### config.mk
export PLATFORM = sky130hd
export DESIGN_NAME = ddr_host_req_arbiter
export DESIGN_NICKNAME = d
export VERILOG_FILES = /design/src/rtl/ddr_pkg.sv /design/src/rtl/ddr_req_fifo.sv /design/src/rtl/ddr_host_req_arbiter.sv
export SDC_FILE = /design/constraint.sdc
export NUM_CORES = 2
export LEC_CHECK = 0
export BUFFER_PORTS_ARGS = -buffer_cell sky130_fd_sc_hd__buf_2
export CAP_MARGIN = 10
export CORE_MARGIN = 5
export CORE_UTILIZATION = 65
export DETAILED_ROUTE_END_ITERATION = 10
export GPL_TIMING_DRIVEN = 0
export PLACE_DENSITY = 0.8
export SLEW_MARGIN = 20
export SYNTH_ARGS = -nofsm -noshare
export SYNTH_HDL_FRONTEND = slang
export SYNTH_HIERARCHICAL = 1
export SYNTH_SLANG_ARGS = --single-unit
export TNS_END_PERCENT = 1
### constraint.sdc
create_clock -name CK_t -period 21.9 [get_ports CK_t]
set_input_delay 3.285 -clock CK_t [delete_from_list [all_inputs] [get_ports CK_t]]
set_output_delay 3.285 -clock CK_t [all_outputs]
set_load 0.05 [all_outputs]
### src/rtl/ddr_pkg.sv
// Shared types for the DDR host request front end: request codes, timing set, queued command.
// Latency: n/a (types and helpers only).
// Backpressure: n/a.
package ddr_pkg;

    localparam int CMD_ADDR_W = 32;
    localparam int CMD_DATA_W = 64;

    typedef enum logic [2:0] {
        REQ_NOP   = 3'd0,
        REQ_READ  = 3'd1,
        REQ_WRITE = 3'd2
    } req_t;

    // Active mode-register timing set
    typedef struct packed {
        logic [2:0] CL;
        logic [2:0] AL;
        logic [2:0] BL;
        logic [2:0] CWL;
        logic       RD_PRE;
        logic       WR_PRE;
    } mrs_cfg_t;

    // One queued host request
    typedef struct packed {
        req_t                  req;
        logic [CMD_ADDR_W-1:0] addr;
        logic [CMD_DATA_W-1:0] wdata;
    } host_cmd_t;

    typedef enum logic [1:0] {
        MRS_IDLE  = 2'd0,
        MRS_DRAIN = 2'd1,
        MRS_APPLY = 2'd2
    } mrs_state_t;

    // Only READ and WRITE are ever queued; every other code is swallowed at the port
    function automatic logic is_mem_req(input logic [2:0] code);
        return (code == REQ_READ) || (code == REQ_WRITE);
    endfunction

endpackage

### src/rtl/ddr_req_fifo.sv
// Single-clock FIFO of host_cmd_t entries with occupancy count.
// Latency: an entry pushed on edge N is visible at pop_dat after edge N.
// Backpressure: push is refused when full unless a pop happens the same cycle.
module ddr_req_fifo
    import ddr_pkg::*;
#(
    parameter int DEPTH = 8,
    localparam int PTR_W = $clog2(DEPTH),
    localparam int CNT_W = PTR_W + 1
) (
    input  logic             clk,
    input  logic             rst,
    input  logic             push,
    input  host_cmd_t        push_dat,
    input  logic             pop,
    output host_cmd_t        pop_dat,
    output logic             full,
    output logic             empty,
    output logic [CNT_W-1:0] count
);

    host_cmd_t        mem_q [DEPTH];
    logic [PTR_W-1:0] wr_ptr_q;
    logic [PTR_W-1:0] rd_ptr_q;
    logic [CNT_W-1:0] count_q;
    logic             do_push;
    logic             do_pop;

    assign empty   = (count_q == '0);
    assign full    = (count_q == CNT_W'(DEPTH));
    assign count   = count_q;
    assign pop_dat = mem_q[rd_ptr_q];

    // Pop is evaluated first so a full FIFO can take a push in the cycle it pops
    assign do_pop  = pop && !empty;
    assign do_push = push && (!full || do_pop);

    // Pointer and occupancy bookkeeping; DEPTH is a power of two so pointers wrap naturally
    always_ff @(posedge clk or posedge rst) begin
        if (rst) begin
            wr_ptr_q <= '0;
            rd_ptr_q <= '0;
            count_q  <= '0;
        end else begin
            if (do_push) wr_ptr_q <= wr_ptr_q + PTR_W'(1);
            if (do_pop)  rd_ptr_q <= rd_ptr_q + PTR_W'(1);
            case ({do_push, do_pop})
                2'b10:   count_q <= count_q + CNT_W'(1);
                2'b01:   count_q <= count_q - CNT_W'(1);
                default: count_q <= count_q;
            endcase
        end
    end

    // Storage array; contents are don't-care while the count says empty
    always_ff @(posedge clk) begin
        if (do_push) mem_q[wr_ptr_q] <= push_dat;
    end

endmodule

### src/rtl/ddr_host_req_arbiter.sv
// Per-host request FIFOs, round-robin merge into one registered command stream, MRS drain/apply.
// Latency: 2 edges from host push to cmd_valid (FIFO + output register); timing set applies after drain.
// Backpressure: cmd_rdy low holds the output register; host_rdy drops on FIFO full or while an MRS drains.
// Optional: define REQ_STATS_EN to add stat_sel/stat_cnt per-host accepted-command counters.
module ddr_host_req_arbiter
    import ddr_pkg::*;
#(
    parameter int         NUM_HOSTS  = 4,
    parameter int         FIFO_DEPTH = 8,
    parameter int         ADDR_W     = CMD_ADDR_W,
    parameter int         DATA_W     = CMD_DATA_W,
    parameter logic [2:0] DEF_CL     = 3'd5,
    parameter logic [2:0] DEF_AL     = 3'd0,
    parameter logic [2:0] DEF_BL     = 3'd0,
    parameter logic [2:0] DEF_CWL    = 3'd4,
    localparam int        HOST_W     = (NUM_HOSTS > 1) ? $clog2(NUM_HOSTS) : 1
) (
    input  logic                          CK_t,
    input  logic                          reset,
    input  logic [NUM_HOSTS-1:0]          host_valid,
    input  logic [NUM_HOSTS*3-1:0]        host_req,
    input  logic [NUM_HOSTS*ADDR_W-1:0]   host_addr,
    input  logic [NUM_HOSTS*DATA_W-1:0]   host_wdata,
    output logic [NUM_HOSTS-1:0]          host_rdy,
    input  logic                          mrs_update,
    input  logic [2:0]                    new_CL,
    input  logic [2:0]                    new_AL,
    input  logic [2:0]                    new_BL,
    input  logic [2:0]                    new_CWL,
    input  logic                          new_RD_PRE,
    input  logic                          new_WR_PRE,
    output logic                          cmd_valid,
    input  logic                          cmd_rdy,
    output logic [2:0]                    cmd_req,
    output logic [ADDR_W-1:0]             cmd_addr,
    output logic [DATA_W-1:0]             cmd_wdata,
    output logic [HOST_W-1:0]             cmd_host,
    output logic [2:0]                    cfg_CL,
    output logic [2:0]                    cfg_AL,
    output logic [2:0]                    cfg_BL,
    output logic [2:0]                    cfg_CWL,
    output logic                          cfg_RD_PRE,
    output logic                          cfg_WR_PRE,
    output logic                          mrs_busy,
    output logic                          mrs_done
`ifdef REQ_STATS_EN
    ,
    input  logic [HOST_W-1:0]             stat_sel,
    output logic [15:0]                   stat_cnt
`endif
);

    localparam int CNT_W = $clog2(FIFO_DEPTH) + 1;
    localparam mrs_cfg_t DEF_CFG = '{CL: DEF_CL, AL: DEF_AL, BL: DEF_BL, CWL: DEF_CWL,
                                     RD_PRE: 1'b0, WR_PRE: 1'b0};

    host_cmd_t              fifo_din   [NUM_HOSTS];
    host_cmd_t              fifo_dout  [NUM_HOSTS];
    logic [CNT_W-1:0]       fifo_count [NUM_HOSTS];
    logic [NUM_HOSTS-1:0]   fifo_push;
    logic [NUM_HOSTS-1:0]   fifo_pop;
    logic [NUM_HOSTS-1:0]   fifo_full;
    logic [NUM_HOSTS-1:0]   fifo_empty;
    logic [NUM_HOSTS-1:0]   fifo_busy;

    logic [HOST_W-1:0]      rr_ptr_q;
    logic [HOST_W-1:0]      cand;
    logic [HOST_W-1:0]      win_idx;
    logic                   win_vld;
    logic                   load_slot;

    logic                   out_vld_q;
    host_cmd_t              out_cmd_q;
    logic [HOST_W-1:0]      out_host_q;

    mrs_state_t             state_q, state_d;
    mrs_cfg_t               cfg_q, cfg_d;
    mrs_cfg_t               shadow_q, shadow_d;
    mrs_cfg_t               new_cfg;
    logic                   accept_ok;
    logic                   drained;

    // Hosts are only accepted outside reset and while no timing change is pending
    assign accept_ok = (state_q == MRS_IDLE) && !reset;
    assign host_rdy  = ~fifo_full & {NUM_HOSTS{accept_ok}};

    // The output register refills whenever it is empty or being consumed this cycle
    assign load_slot = !out_vld_q || cmd_rdy;

    for (genvar i = 0; i < NUM_HOSTS; i++) begin : g_host
        logic [2:0] code;
        assign code         = host_req[i*3 +: 3];
        assign fifo_din[i]  = '{req:   req_t'(code),
                                addr:  host_addr[i*ADDR_W +: ADDR_W],
                                wdata: host_wdata[i*DATA_W +: DATA_W]};
        assign fifo_push[i] = host_valid[i] && host_rdy[i] && is_mem_req(code);
        assign fifo_pop[i]  = load_slot && win_vld && (win_idx == HOST_W'(i));
        assign fifo_busy[i] = (fifo_count[i] != '0);

        ddr_req_fifo #(.DEPTH(FIFO_DEPTH)) u_fifo (
            .clk      (CK_t),
            .rst      (reset),
            .push     (fifo_push[i]),
            .push_dat (fifo_din[i]),
            .pop      (fifo_pop[i]),
            .pop_dat  (fifo_dout[i]),
            .full     (fifo_full[i]),
            .empty    (fifo_empty[i]),
            .count    (fifo_count[i])
        );
    end

    // Round-robin pick: scan from the highest offset down so the nearest non-empty FIFO at/after rr_ptr wins
    always_comb begin
        win_vld = 1'b0;
        win_idx = '0;
        cand    = '0;
        for (int k = NUM_HOSTS - 1; k >= 0; k--) begin
            cand = HOST_W'((int'(rr_ptr_q) + k) % NUM_HOSTS);
            if (!fifo_empty[cand]) begin
                win_vld = 1'b1;
                win_idx = cand;
            end
        end
    end

    // Output command register and RR pointer; fields are held while the controller stalls
    always_ff @(posedge CK_t or posedge reset) begin
        if (reset) begin
            out_vld_q  <= 1'b0;
            out_cmd_q  <= '0;
            out_host_q <= '0;
            rr_ptr_q   <= '0;
        end else if (load_slot) begin
            out_vld_q <= win_vld;
            if (win_vld) begin
                out_cmd_q  <= fifo_dout[win_idx];
                out_host_q <= win_idx;
                rr_ptr_q   <= (win_idx == HOST_W'(NUM_HOSTS - 1)) ? '0 : win_idx + HOST_W'(1);
            end
        end
    end

    assign cmd_valid = out_vld_q;
    assign cmd_req   = out_cmd_q.req;
    assign cmd_addr  = out_cmd_q.addr;
    assign cmd_wdata = out_cmd_q.wdata;
    assign cmd_host  = out_host_q;

    assign new_cfg = '{CL: new_CL, AL: new_AL, BL: new_BL, CWL: new_CWL,
                       RD_PRE: new_RD_PRE, WR_PRE: new_WR_PRE};
    assign drained = !(|fifo_busy) && !out_vld_q;

    // MRS state, shadow and active timing registers
    always_ff @(posedge CK_t or posedge reset) begin
        if (reset) begin
            state_q  <= MRS_IDLE;
            shadow_q <= DEF_CFG;
            cfg_q    <= DEF_CFG;
        end else begin
            state_q  <= state_d;
            shadow_q <= shadow_d;
            cfg_q    <= cfg_d;
        end
    end

    // MRS next state: capture, wait for the pipe to empty, then switch the active set
    always_comb begin
        state_d  = state_q;
        shadow_d = shadow_q;
        cfg_d    = cfg_q;
        mrs_busy = 1'b0;
        mrs_done = 1'b0;
        case (state_q)
            MRS_IDLE: begin
                if (mrs_update) begin
                    shadow_d = new_cfg;
                    state_d  = MRS_DRAIN;
                end
            end
            MRS_DRAIN: begin
                mrs_busy = 1'b1;
                // Last update wins, including one landing on the drain-complete cycle
                if (mrs_update) shadow_d = new_cfg;
                if (drained) begin
                    cfg_d   = shadow_d;
                    state_d = MRS_APPLY;
                end
            end
            MRS_APPLY: begin
                // New set is already active this cycle; updates here are ignored
                mrs_done = 1'b1;
                state_d  = MRS_IDLE;
            end
            default: state_d = MRS_IDLE;
        endcase
    end

    assign cfg_CL     = cfg_q.CL;
    assign cfg_AL     = cfg_q.AL;
    assign cfg_BL     = cfg_q.BL;
    assign cfg_CWL    = cfg_q.CWL;
    assign cfg_RD_PRE = cfg_q.RD_PRE;
    assign cfg_WR_PRE = cfg_q.WR_PRE;

`ifdef REQ_STATS_EN
    logic [15:0] stat_q [NUM_HOSTS];

    // Saturating per-host count of commands taken by the controller
    always_ff @(posedge CK_t or posedge reset) begin
        if (reset) begin
            for (int h = 0; h < NUM_HOSTS; h++) stat_q[h] <= '0;
        end else if (out_vld_q && cmd_rdy && (stat_q[out_host_q] != 16'hFFFF)) begin
            stat_q[out_host_q] <= stat_q[out_host_q] + 16'd1;
        end
    end

    assign stat_cnt = stat_q[stat_sel];
`else
    // Statistics counters are not built in this configuration.
`endif

endmodule
==> results_dict.tcl <==
set metrics [dict create \
    startpoint_type "primary input" \
    final_layout_size_suffix_gt1_frac 0.377 \
    layout.cells.non_filler 10000 \
    boundaryPins 540 \
    min_from "cfg_BL[0]" \
    dieArea_um2 211000 \
    maxCapViolations 0 \
    r2r_start "g_host[2].u_fifo/count[0]" \
    holdPathStages 1 \
    relSlewSlack 0.239 \
    ctsHoldBuffers 0 \
    syn_to_final_growth_pct 16.3 \
    endpoint_kind "output port" \
    ir_drop_mv 0.114 \
    nNetsFinal 7445 \
    grt_pass1_vias 69800 \
    post_cts_buffers 0 \
    drc 0 \
    cts_tree "yes" \
    grt_use_total 0.364 \
    routed_via_density 6.97 \
    max_freq_ghz 0.116 \
    arrival_ps 5360 \
    grt-ovfl-total 0 \
    tightest_slew_ps 1140 \
    num_rows 164 \
    start_util 0.655 \
    yosys.cell_types.count 49 \
    die_y_um 459 \
    yosysWarnings 6 \
    synthesis.nets 6311 \
    yosys_register_bits 3342 \
    dp_cells 9322 \
    hp-class "reg -> reg" \
    dr.pass1.iters 8 \
    synth_area_leaders "edfxtp_1, mux4_2, mux2_4, dfrtp_1, nand2_1" \
    reg2reg_slack_ps 14710 \
    root_buffer "clkbuf_16" \
    routabilityCongestion 0.901 \
    outcome "finished clean" \
    place_ws_ps 13030 \
    h-tree-depth 5 \
    leakagePower_nw 52.1 \
    r2r-end "g_host[0].u_fifo/mem_q[0][55]" \
    setup_tns_ps 0 \
    ys_async_sr_fraction 0.0521 \
    chipWidth_um 459 \
    min_period_ps 8640 \
    rsz0062_at_grt "false" \
    crit_required_ps 18620 \
    core-area_um2 200000 \
    synth_area_per_cell_um2 22.3 \
    cts.repair.resized 0 \
    numCtsBuffers 338 \
    synth_top_flop_cell "edfxtp_1" \
    grt_pass1_wl_mm 531 \
    fin_skew_ps 55.5 \
    clkTransAtPathRegs_ps 60 \
    final_common_cell "edfxtp_1" \
    cp_max_fo 6 \
    dp_hpwl_mm 254 \
    wl_per_cell_um 38.3 \
    mostFrequentLayoutCells "edfxtp_1, mux4_2, buf_2" \
    clk_latency_ps 970 \
    synth_top_area_share 0.726 \
    setup_ws_ps 13260 \
    path_class "in -> out" \
    ys_seq_area_frac 0.760 \
    synth_enable_flop_cells 3168 \
    timing.final.crit_share 0.395 \
    grt_antenna_before_repair 179 \
    hold_viol 0 \
    detail_route.iter0.violations 12100 \
    clkSinkCount 3342 \
    fillCellCount 9794 \
    syn_area_um2 131000 \
    io_buffer_count 538 \
    vias 70100 \
    slew_viol_final 0 \
    wl_mm 385 \
    synth_top_area_cell "edfxtp_1" \
    multi_input_area_um2 29400 \
    ctsLongestPathBuffers 4 \
    power_density_nw_per_um2 129 \
    grt_start_max_net_pins 76 \
    setup_violations 0 \
    synthCells 5873 \
    whs_endpoint "cfg_BL[0]" \
    drtAntennaViolNets 0 \
    regArea_um2 99500 \
    rr_worst_depth 18 \
]
## cells by family after synthesis
group                    count (synthesis)  share of synthesized area
AND/OR/NAND/NOR                        557                     0.0174
XOR/XNOR                                29                    0.00194
buffers and inverters                  338                     0.0178
multiplexers                          1251                      0.185
flip-flops                            3342                      0.760
adder cells (fa/ha/maj)                 20                    0.00214
AO/OA/AOI/OAI                          336                     0.0165
## how the worst max path moves through the flow
stage	startpoint	end	slack [ps]	cells after the start
floorplan	reset	g_host[0].u_fifo/mem_q[0][0]	9300	7
global placement	cmd_rdy	g_host[2].u_fifo/mem_q[0][31]	1050	10
detailed placement	cmd_rdy	g_host[3].u_fifo/mem_q[0][36]	13030	16
CTS	reset	host_rdy[1]	13330	4
global route	reset	host_rdy[1]	13350	4
finish	reset	host_rdy[1]	13260	4
## where the power goes
part	internal (mW)	switching, mW	leakage, nW
Sequential	7.11	0.138	30.6
Clock	3.24	2.38	5.15
Combinational	2.79	3.97	16.3
## sequential cells by signal, indices dropped and copies added (netlist names), 2 cells and up
name	cells
cfg_CL	3
shadow_q	14
cfg_CWL	3
cfg_BL	3
cmd_addr	32
state_q	2
rr_ptr_q	2
cmd_req	3
g_host.u_fifo/wr_ptr_q	12
g_host.u_fifo/count	16
cfg_AL	3
g_host.u_fifo/mem_q	3168
cmd_host	2
g_host.u_fifo/rd_ptr_q	12
cmd_wdata	64
## stage by stage
| stage | utilization | hold WS, ps | total power, mW | area (µm²) |
|---|---|---|---|---|
| after CTS | 0.760 | 484 | 19.5 | 152000 |
| after global routing | 0.761 | 490 | 20.1 | 152000 |
| after floorplan | - | 454 | 11.6 | 131000 |
| final | 0.762 | 479 | 19.6 | 152000 |
| after detailed placement | 0.707 | 471 | 13.9 | 141000 |
| after global placement | 0.685 | 460 | 13.7 | 137000 |
## cell type report
class,count,share of cell area
inverter,27,0.000714
clock inverter,167,0.0101
buffer,311,0.0147
antenna,133,0.00218
sequential,3342,0.653
timing repair buffer,794,0.0457
tap,2656,0.0218
multi-input combinational,2193,0.193
clock buffer,423,0.0592
## worst max-delay path: stages
cell and delay (ps):
buf_2 290, or3_1 730, nor2_1 650, buf_2 390
## routing by layer
layer	GRT usage	vias up	share of wire
li1	-	26700	-
met1	0.459	35900	0.31
met2	0.552	6103	0.47
met3	0.114	1244	0.14
met4	0.246	68	0.084
met5	0	-	0.0012
## synthesized netlist by cell type (27+ instances only)
cell type	n
mux4_2	792
clkbuf_1	103
nor2_1	47
nand2_1	436
a21oi_1	203
mux2_2	121
dfrtp_1	168
edfxtp_1	3168
buf_12	44
inv_1	27
buf_2	127
a211o_1	103
mux2_4	316
Note: power is estimated with default switching activity, not from simulation.
